**src/rtl/mag_est_if.sv**
```systemverilog
// Handshake/result bundle for mag_est_arbiter.
//   enable     arbiter may issue when 1
//   req_i/q    per-requester signed I/Q, requester k at [k*DATA_WIDTH +: DATA_WIDTH]
//   req_valid  per-requester sample valid
//   req_ready  per-requester holding buffer empty
//   res_mag    unsigned magnitude estimate
//   res_id     requester owning res_mag
//   res_valid  1-cycle result pulse
//   busy       any buffer full or any sample in flight
// master = sample source / result sink, slave = arbiter.
interface mag_est_if #(
  parameter int DATA_WIDTH = 16,
  parameter int N_REQ      = 4,
  parameter int ID_W       = 2
);
  logic                        enable;
  logic [N_REQ*DATA_WIDTH-1:0] req_i;
  logic [N_REQ*DATA_WIDTH-1:0] req_q;
  logic [N_REQ-1:0]            req_valid;
  logic [N_REQ-1:0]            req_ready;
  logic [DATA_WIDTH-1:0]       res_mag;
  logic [ID_W-1:0]             res_id;
  logic                        res_valid;
  logic                        busy;

  modport master (
    output enable, req_i, req_q, req_valid,
    input  req_ready, res_mag, res_id, res_valid, busy
  );

  modport slave (
    input  enable, req_i, req_q, req_valid,
    output req_ready, res_mag, res_id, res_valid, busy
  );
endinterface

```
**src/rtl/mag_est_arbiter.sv**
```systemverilog
// mag_est_arbiter: N_REQ I/Q streams share one 3-stage complex_to_mag estimator
// (max(|I|,|Q|) + min(|I|,|Q|)/4). Each requester has a 1-entry holding buffer;
// a round-robin arbiter issues at most one sample per cycle, and a tag pipe
// returns each magnitude with its requester id.
// Ports:
//   clock  clock
//   reset  synchronous, active-high; clears buffers, pointer, tag pipe, estimator
//   bus    mag_est_if.slave (enable, req_*, res_*, busy)

// One requester's holding buffer.
module mag_req_buf #(
  parameter int W = 16
) (
  input  logic         clock,
  input  logic         reset,
  input  logic         load,
  input  logic         clear,
  input  logic [W-1:0] i_in,
  input  logic [W-1:0] q_in,
  output logic [W-1:0] i_buf,
  output logic [W-1:0] q_buf,
  output logic         full
);
  // load only when empty and clear only when full, so they never collide
  always_ff @(posedge clock) begin
    if (reset) begin
      full  <= 1'b0;
      i_buf <= '0;
      q_buf <= '0;
    end else begin
      if (clear) full <= 1'b0;
      if (load) begin
        full  <= 1'b1;
        i_buf <= i_in;
        q_buf <= q_in;
      end
    end
  end
endmodule

// 3-cycle magnitude estimator: abs -> max/min -> max + min/4.
module complex_to_mag #(
  parameter int W = 16
) (
  input  logic                clock,
  input  logic                reset,
  input  logic                enable,
  input  logic                input_strobe,
  input  logic signed [W-1:0] i,
  input  logic signed [W-1:0] q,
  output logic                output_strobe,
  output logic [W-1:0]        mag
);
  logic [W-1:0] abs_i, abs_q, mx, mn;
  logic [3:1]   vld_pipe;

  // two's complement negate in W bits: -2^(W-1) maps to 2^(W-1) unsigned
  function automatic logic [W-1:0] abs_u(input logic [W-1:0] x);
    logic [W-1:0] inv;
    inv = ~x;
    return x[W-1] ? inv + W'(1) : x;
  endfunction

  always_ff @(posedge clock) begin
    if (reset) begin
      vld_pipe <= '0;
      abs_i    <= '0;
      abs_q    <= '0;
      mx       <= '0;
      mn       <= '0;
      mag      <= '0;
    end else if (enable) begin
      vld_pipe <= {vld_pipe[2:1], input_strobe};
      abs_i    <= abs_u(i);
      abs_q    <= abs_u(q);
      mx       <= (abs_i > abs_q) ? abs_i : abs_q;
      mn       <= (abs_i > abs_q) ? abs_q : abs_i;
      // max <= 2^(W-1), so max + min/4 < 2^W: no overflow
      mag      <= mx + (mn >> 2);
    end
  end

  assign output_strobe = vld_pipe[3];
endmodule

module mag_est_arbiter #(
  parameter int DATA_WIDTH = 16,
  parameter int N_REQ      = 4,
  parameter int ID_W       = 2
) (
  input logic     clock,
  input logic     reset,
  mag_est_if.slave bus
);
  localparam int W      = DATA_WIDTH;
  localparam int STAGES = 3;

  logic [N_REQ-1:0]        full, load, clear;
  logic [N_REQ-1:0][W-1:0] buf_i, buf_q;
  logic [ID_W-1:0]         ptr, gnt_id;
  logic                    gnt_vld;
  logic [W-1:0]            est_mag;
  logic                    est_strobe;
  logic [STAGES:1]             vld_pipe;
  logic [STAGES:1][ID_W-1:0]   id_pipe;

  assign load          = bus.req_valid & ~full;
  assign bus.req_ready = ~full;

  for (genvar k = 0; k < N_REQ; k++) begin : g_buf
    mag_req_buf #(.W(W)) u_buf (
      .clock (clock),
      .reset (reset),
      .load  (load[k]),
      .clear (clear[k]),
      .i_in  (bus.req_i[k*W +: W]),
      .q_in  (bus.req_q[k*W +: W]),
      .i_buf (buf_i[k]),
      .q_buf (buf_q[k]),
      .full  (full[k])
    );
  end

  // Round-robin: scan offsets from the far end back to 0 so the last hit,
  // which wins, is the full buffer closest at-or-after ptr.
  always_comb begin
    int j;
    j       = 0;
    gnt_vld = 1'b0;
    gnt_id  = '0;
    clear   = '0;
    for (int o = N_REQ - 1; o >= 0; o--) begin
      j = int'(ptr) + o;
      if (j >= N_REQ) j = j - N_REQ;
      if (bus.enable && full[j]) begin
        gnt_vld = 1'b1;
        gnt_id  = ID_W'(j);
      end
    end
    if (gnt_vld) clear[gnt_id] = 1'b1;
  end

  always_ff @(posedge clock) begin
    if (reset)
      ptr <= '0;
    else if (gnt_vld)
      ptr <= (gnt_id == ID_W'(N_REQ - 1)) ? '0 : gnt_id + ID_W'(1);
  end

  complex_to_mag #(.W(W)) u_est (
    .clock         (clock),
    .reset         (reset),
    .enable        (1'b1),
    .input_strobe  (gnt_vld),
    .i             (buf_i[gnt_id]),
    .q             (buf_q[gnt_id]),
    .output_strobe (est_strobe),
    .mag           (est_mag)
  );

  // tag pipe runs in lockstep with the estimator's valid chain
  always_ff @(posedge clock) begin
    if (reset) begin
      vld_pipe <= '0;
      id_pipe  <= '0;
    end else begin
      vld_pipe <= {vld_pipe[STAGES-1:1], gnt_vld};
      id_pipe  <= {id_pipe[STAGES-1:1], gnt_id};
    end
  end

  always_ff @(posedge clock) begin
    if (reset) begin
      bus.res_valid <= 1'b0;
      bus.res_id    <= '0;
      bus.res_mag   <= '0;
    end else begin
      bus.res_valid <= vld_pipe[STAGES];
      if (vld_pipe[STAGES]) begin
        bus.res_id  <= id_pipe[STAGES];
        bus.res_mag <= est_mag;
      end
    end
  end

  assign bus.busy = (|full) | (|vld_pipe);

  a_tag_align: assert property (@(posedge clock) disable iff (reset)
    est_strobe == vld_pipe[STAGES]);
endmodule

```
**src/flat_wrapper.sv**
```systemverilog
// flat-port wrapper written by rule: the top's interface ports become plain ports
module mag_est_arbiter_flat 
#(
  parameter int DATA_WIDTH = 16,
  parameter int N_REQ      = 4,
  parameter int ID_W       = 2
)
  (clock, reset, bus_enable, bus_req_i, bus_req_q, bus_req_valid, bus_req_ready, bus_res_mag, bus_res_id, bus_res_valid, bus_busy);
  mag_est_if #(.DATA_WIDTH(DATA_WIDTH), .N_REQ(N_REQ), .ID_W(ID_W)) bus_i ();
  input logic clock;
  input logic reset;
  input wire logic [$bits(bus_i.enable)-1:0] bus_enable;
  input wire logic [$bits(bus_i.req_i)-1:0] bus_req_i;
  input wire logic [$bits(bus_i.req_q)-1:0] bus_req_q;
  input wire logic [$bits(bus_i.req_valid)-1:0] bus_req_valid;
  output wire logic [$bits(bus_i.req_ready)-1:0] bus_req_ready;
  output wire logic [$bits(bus_i.res_mag)-1:0] bus_res_mag;
  output wire logic [$bits(bus_i.res_id)-1:0] bus_res_id;
  output wire logic [$bits(bus_i.res_valid)-1:0] bus_res_valid;
  output wire logic [$bits(bus_i.busy)-1:0] bus_busy;
  assign bus_i.enable = bus_enable;
  assign bus_i.req_i = bus_req_i;
  assign bus_i.req_q = bus_req_q;
  assign bus_i.req_valid = bus_req_valid;
  assign bus_req_ready = bus_i.req_ready;
  assign bus_res_mag = bus_i.res_mag;
  assign bus_res_id = bus_i.res_id;
  assign bus_res_valid = bus_i.res_valid;
  assign bus_busy = bus_i.busy;
  mag_est_arbiter #(.DATA_WIDTH(DATA_WIDTH), .N_REQ(N_REQ), .ID_W(ID_W)) u_core (.clock(clock), .reset(reset), .bus(bus_i));
endmodule
```
**config.mk**
```make
export PLATFORM = sky130hd
export DESIGN_NAME = mag_est_arbiter_flat
export DESIGN_NICKNAME = d
export VERILOG_FILES = /design/src/rtl/mag_est_if.sv /design/src/rtl/mag_est_arbiter.sv /design/src/flat_wrapper.sv
export SDC_FILE = /design/constraint.sdc
export NUM_CORES = 1
export LEC_CHECK = 0
export BUFFER_PORTS_ARGS = -buffer_cell sky130_fd_sc_hd__buf_2
export CAP_MARGIN = 10
export CORE_UTILIZATION = 29
export CTS_BUF_LIST = sky130_fd_sc_hd__clkbuf_16
export CTS_CLUSTER_DIAMETER = 150
export DETAILED_ROUTE_END_ITERATION = 16
export PLACE_DENSITY_LB_ADDON = 0.1
export SYNTH_ARGS = -nofsm -noshare
export SYNTH_HDL_FRONTEND = slang
export SYNTH_HIERARCHICAL = 1
export SYNTH_SLANG_ARGS = --single-unit
```
**constraint.sdc**
```tcl
create_clock -name clock -period 7.29 [get_ports clock]
set_input_delay 1.458 -clock clock [delete_from_list [all_inputs] [get_ports clock]]
set_output_delay 1.458 -clock clock [all_outputs]
set_load 0.02 [all_outputs]
```
==> impl.org <==
** Logic synthesis
- Summed instance area of the synthesized netlist :: 11,900 um^2
- Number of nets in the synthesized netlist :: 1,447
- After technology mapping, the gate count stands at 1,279.
- In this run the mean area of a mapped cell was 9.30 um^2.
- The Yosys step of the flow raised 6 warnings.

** Timing
- Worst Clk Skew :: 0.0142 ns
- The number of hold violations in the final report came to 0.
- Worst hold slack :: between 0.4 and 0.5 ns
- Worst slew margin :: 27.7%
- In the final timing run, aggregate negative setup slack is 0 ns.
- Maximum clock rate :: 0.244 GHz
- Post-layout minimum cycle time :: roughly 4.1 ns
- Setup repair after global routing left no endpoint under its margin.
- Final worst-path cycle share :: 56.1%
- Setup violations remaining at the end of the flow were counted as 0.
- Worst-margin pin slew :: roughly 1.1 ns
- The max-slew violation total from the final report is 0.

** Worst setup path
- STA classifies the critical path startpoint as an input pin.
- Crit path from :: bus_enable
- Endpoint required time on the critical path :: roughly 8 ns
- Worst-case reg-to-reg path depth :: 11
- Top fanout value on the critical path :: between 100 and 150
- Kind of critical path :: in -> reg
- Data arrives at the worst endpoint at 4.57 ns.
- The startpoint identified for the worst register-to-register timing path is u_core/g_buf[3].u_buf/full.
- Capture point of the worst path :: u_core/u_est/abs_q[13]
- Register-to-register path setup slack :: approximately 3.6 ns
- STA classifies the critical path endpoint as a register.
- Reg-to-Reg End :: u_core/u_est/abs_q[13]

** Drt
- Using the TritonRoute via totals, the vias-per-cell ratio works out to 4.81.
- Number of detailed-routing iterations run before antenna repair :: 5
- DRC violations left :: 0
- After detailed routing, the average wire length per cell comes to 17.2 um.
- Count of nets left with antenna violations after detail routing :: 0
- The first routing iteration left 474 violations.
- Routed Wire Length :: 33,200 um
- The detailed router placed 9,280 vias in this run.

** Floorplan
- Floorplan die height :: 204 um
- Pin placement for this block handled about 160 I/O pins.
- The floorplan step defined a die boundary enclosing 41,800 um^2.
- In this run the standard cell core region covers approximately 40,000 um^2.
- The initial utilization of the core area, before any placement, comes to between 20 and 30%.
- Cell Rows :: 73
- Die Width :: 204 um

** Pwr
- Of the total power, registers draw approximately two fifths.
- The internal portion of the total power is 2.54 mW.
- Combinational cells account for between 20% and 30% of the total power.
- Peak supply drop :: 0.120 mV
- For this design the ratio of total power to cell area is roughly 270 nW/um^2.
- P_sw :: 1.12 mW
- Leakage power summed over all cells :: about 5.7 nW
- Switching share of power :: approximately 31%
- The completed layout was analyzed and its total power is 3.65 mW.
- Clock network power share :: 38.2%

** Finish
- The number of antenna diodes in the final layout is 0.
- Area added between synthesis and finish :: 15.3%
- Fraction of layout cells with a size suffix above 1 :: 17.1%
- Nets :: 1,550

** Clock tree
- Clock tree synthesis found a total of 240 sinks.
- Deepest clock path buffer count :: 3
- Clock buffer count from CTS :: 30
- Number of setup buffers added after CTS :: 0
- The tree is rooted in a sky130_fd_sc_hd__clkbuf_16.
- Gates resized during post-CTS repair numbered 0.
- TritonCTS clock tree :: done
- The later pin in the worst-skew pair is clocked with a latency of 0.57 ns.
- After clock tree synthesis, the flow added hold-fix buffers numbering 0.
- CTS built an H-tree with a depth of 1.
- After clock tree synthesis, the clock-pin slew on the worst setup and hold paths is ~0.060 ns.

** Hold path
- Depth of the worst hold-timing path :: 1
- Beginning of the worst hold path :: u_core/id_pipe[1]
- Hold crit path type :: reg -> reg

** GRT
- Number of antenna violations at the first check in global routing :: 0
- Global routing finished with a remaining overflow of 0.
- The first global-routing pass estimated 52,200 um of wire.
- Largest net degree at the start of global routing :: 140
- The number of global-route vias before repair was 8,939.
- Gr usage total :: 15.9%

** Status
- Status :: complete, no violations

** Placed design
- Placer congestion estimate :: 0.789
- Count of buffers inserted at the top-level ports :: 158
- Detailed Place HPWL :: approximately 23,000 um

** Job
- The tool flagged a number of max-cap violations equal to 0.
-- routing by layer --
| layer | share of wire, % | routed length [um] | GRT usage (%) |
|---|---|---|---|
| met2 | 42 | 13900 | 23.5 |
| met5 | 0 | 0 | 0 |
| met3 | 3.8 | 1260 | 2.57 |
| met1 | 53 | 17500 | 23.7 |
| met4 | 1.6 | 545 | 3.68 |
-- worst max-delay path: stages --
cell and delay [ns]:
sky130_fd_sc_hd__buf_2 0.12, sky130_fd_sc_hd__o21ai_0 0.14, sky130_fd_sc_hd__nor4_4 0.33, sky130_fd_sc_hd__buf_12 0.39, sky130_fd_sc_hd__mux2i_1 0.29, sky130_fd_sc_hd__a22oi_1 0.15, sky130_fd_sc_hd__nor4_1 0.64, sky130_fd_sc_hd__nand3_1 0.22
sky130_fd_sc_hd__o41ai_1 0.35, sky130_fd_sc_hd__xor2_1 0.12, sky130_fd_sc_hd__a211oi_1 0.23
-- how the worst min path moves through the flow --
stage	to	slack (ns)
finish	u_core/id_pipe[3]	0.43
global route	u_core/id_pipe[4]	0.46
CTS	u_core/id_pipe[3]	0.44
detailed placement	u_core/id_pipe[3]	0.42
global placement	u_core/id_pipe[3]	0.43
floorplan	u_core/id_pipe[2]	0.41
-- power by group through the flow --
stage	clock network, mW	logic (mW)	registers (mW)
2_1_floorplan	0	0.613	1.49
6_report	1.40	0.762	1.50
3_3_place_gp	0	0.757	1.53
5_1_grt	1.50	0.857	1.51
3_5_place_dp	0	0.764	1.53
4_1_cts	1.45	0.767	1.50
-- cell type report --
cell class / count / area, um^2
Sequential cell: 240 / 4800
Inverter: 35 / 131
Fill cell: 4180 / 26400
Multi-Input combinational cell: 904 / 6290
Clock buffer: 30 / 751
Tap cell: 525 / 657
Timing Repair Buffer: 171 / 907
Clock inverter: 26 / 171
-- through the flow --
step                      setup WS (ns)  utilization (%)  instances  cell area (um^2)
after floorplan                    3.39                -       1279             11900
after detailed placement           2.60             31.9       1875             12800
after global placement             2.72             31.9       1875             12800
final                              3.20             34.2       1931             13700
after CTS                          3.21             34.2       1931             13700
after global routing               2.91             34.2       1931             13700
-- registers in the layout, indices dropped and copies added (netlist names) --
name / cells
u_core/bus.res_id: 2
u_core/bus.res_mag: 16
u_core/bus.res_valid: 1
u_core/g_buf.u_buf/full: 4
u_core/g_buf.u_buf/i_buf: 64
u_core/g_buf.u_buf/q_buf: 64
u_core/id_pipe: 6
u_core/ptr: 2
u_core/u_est/abs_i: 16
u_core/u_est/abs_q: 16
u_core/u_est/mag: 16
u_core/u_est/mn: 14
u_core/u_est/mx: 16
u_core/vld_pipe: 3
-- placed cells by master, fill, tap and decap left out, types with 3 or more instances in the layout --
cell and count:
sky130_fd_sc_hd__dfxtp_1 240, sky130_fd_sc_hd__nor2_1 196, sky130_fd_sc_hd__mux2i_1 191, sky130_fd_sc_hd__buf_2 157, sky130_fd_sc_hd__a21oi_1 55, sky130_fd_sc_hd__nand3_1 43
sky130_fd_sc_hd__o21ai_0 41, sky130_fd_sc_hd__nand2b_1 39, sky130_fd_sc_hd__inv_1 36, sky130_fd_sc_hd__ha_1 32, sky130_fd_sc_hd__nand2_1 31, sky130_fd_sc_hd__a211oi_1 31
sky130_fd_sc_hd__clkbuf_16 30, sky130_fd_sc_hd__a31oi_1 29, sky130_fd_sc_hd__a22oi_1 25, sky130_fd_sc_hd__xor2_1 25, sky130_fd_sc_hd__a21o_1 24, sky130_fd_sc_hd__nor2b_1 17
sky130_fd_sc_hd__clkinv_1 16, sky130_fd_sc_hd__a21bo_2 14, sky130_fd_sc_hd__nor3_1 13, sky130_fd_sc_hd__buf_4 12, sky130_fd_sc_hd__nand4_1 9, sky130_fd_sc_hd__a22oi_2 8
sky130_fd_sc_hd__o31ai_1 7, sky130_fd_sc_hd__nor4_1 6, sky130_fd_sc_hd__xnor2_1 6, sky130_fd_sc_hd__or4_1 5, sky130_fd_sc_hd__clkinv_2 4, sky130_fd_sc_hd__and3_1 4
sky130_fd_sc_hd__nor2b_4 4, sky130_fd_sc_hd__o41ai_1 4, sky130_fd_sc_hd__o311ai_0 3, sky130_fd_sc_hd__and2_1 3, sky130_fd_sc_hd__a2111o_1 3, sky130_fd_sc_hd__o21a_1 3
(Power assumes the default switching activity.)
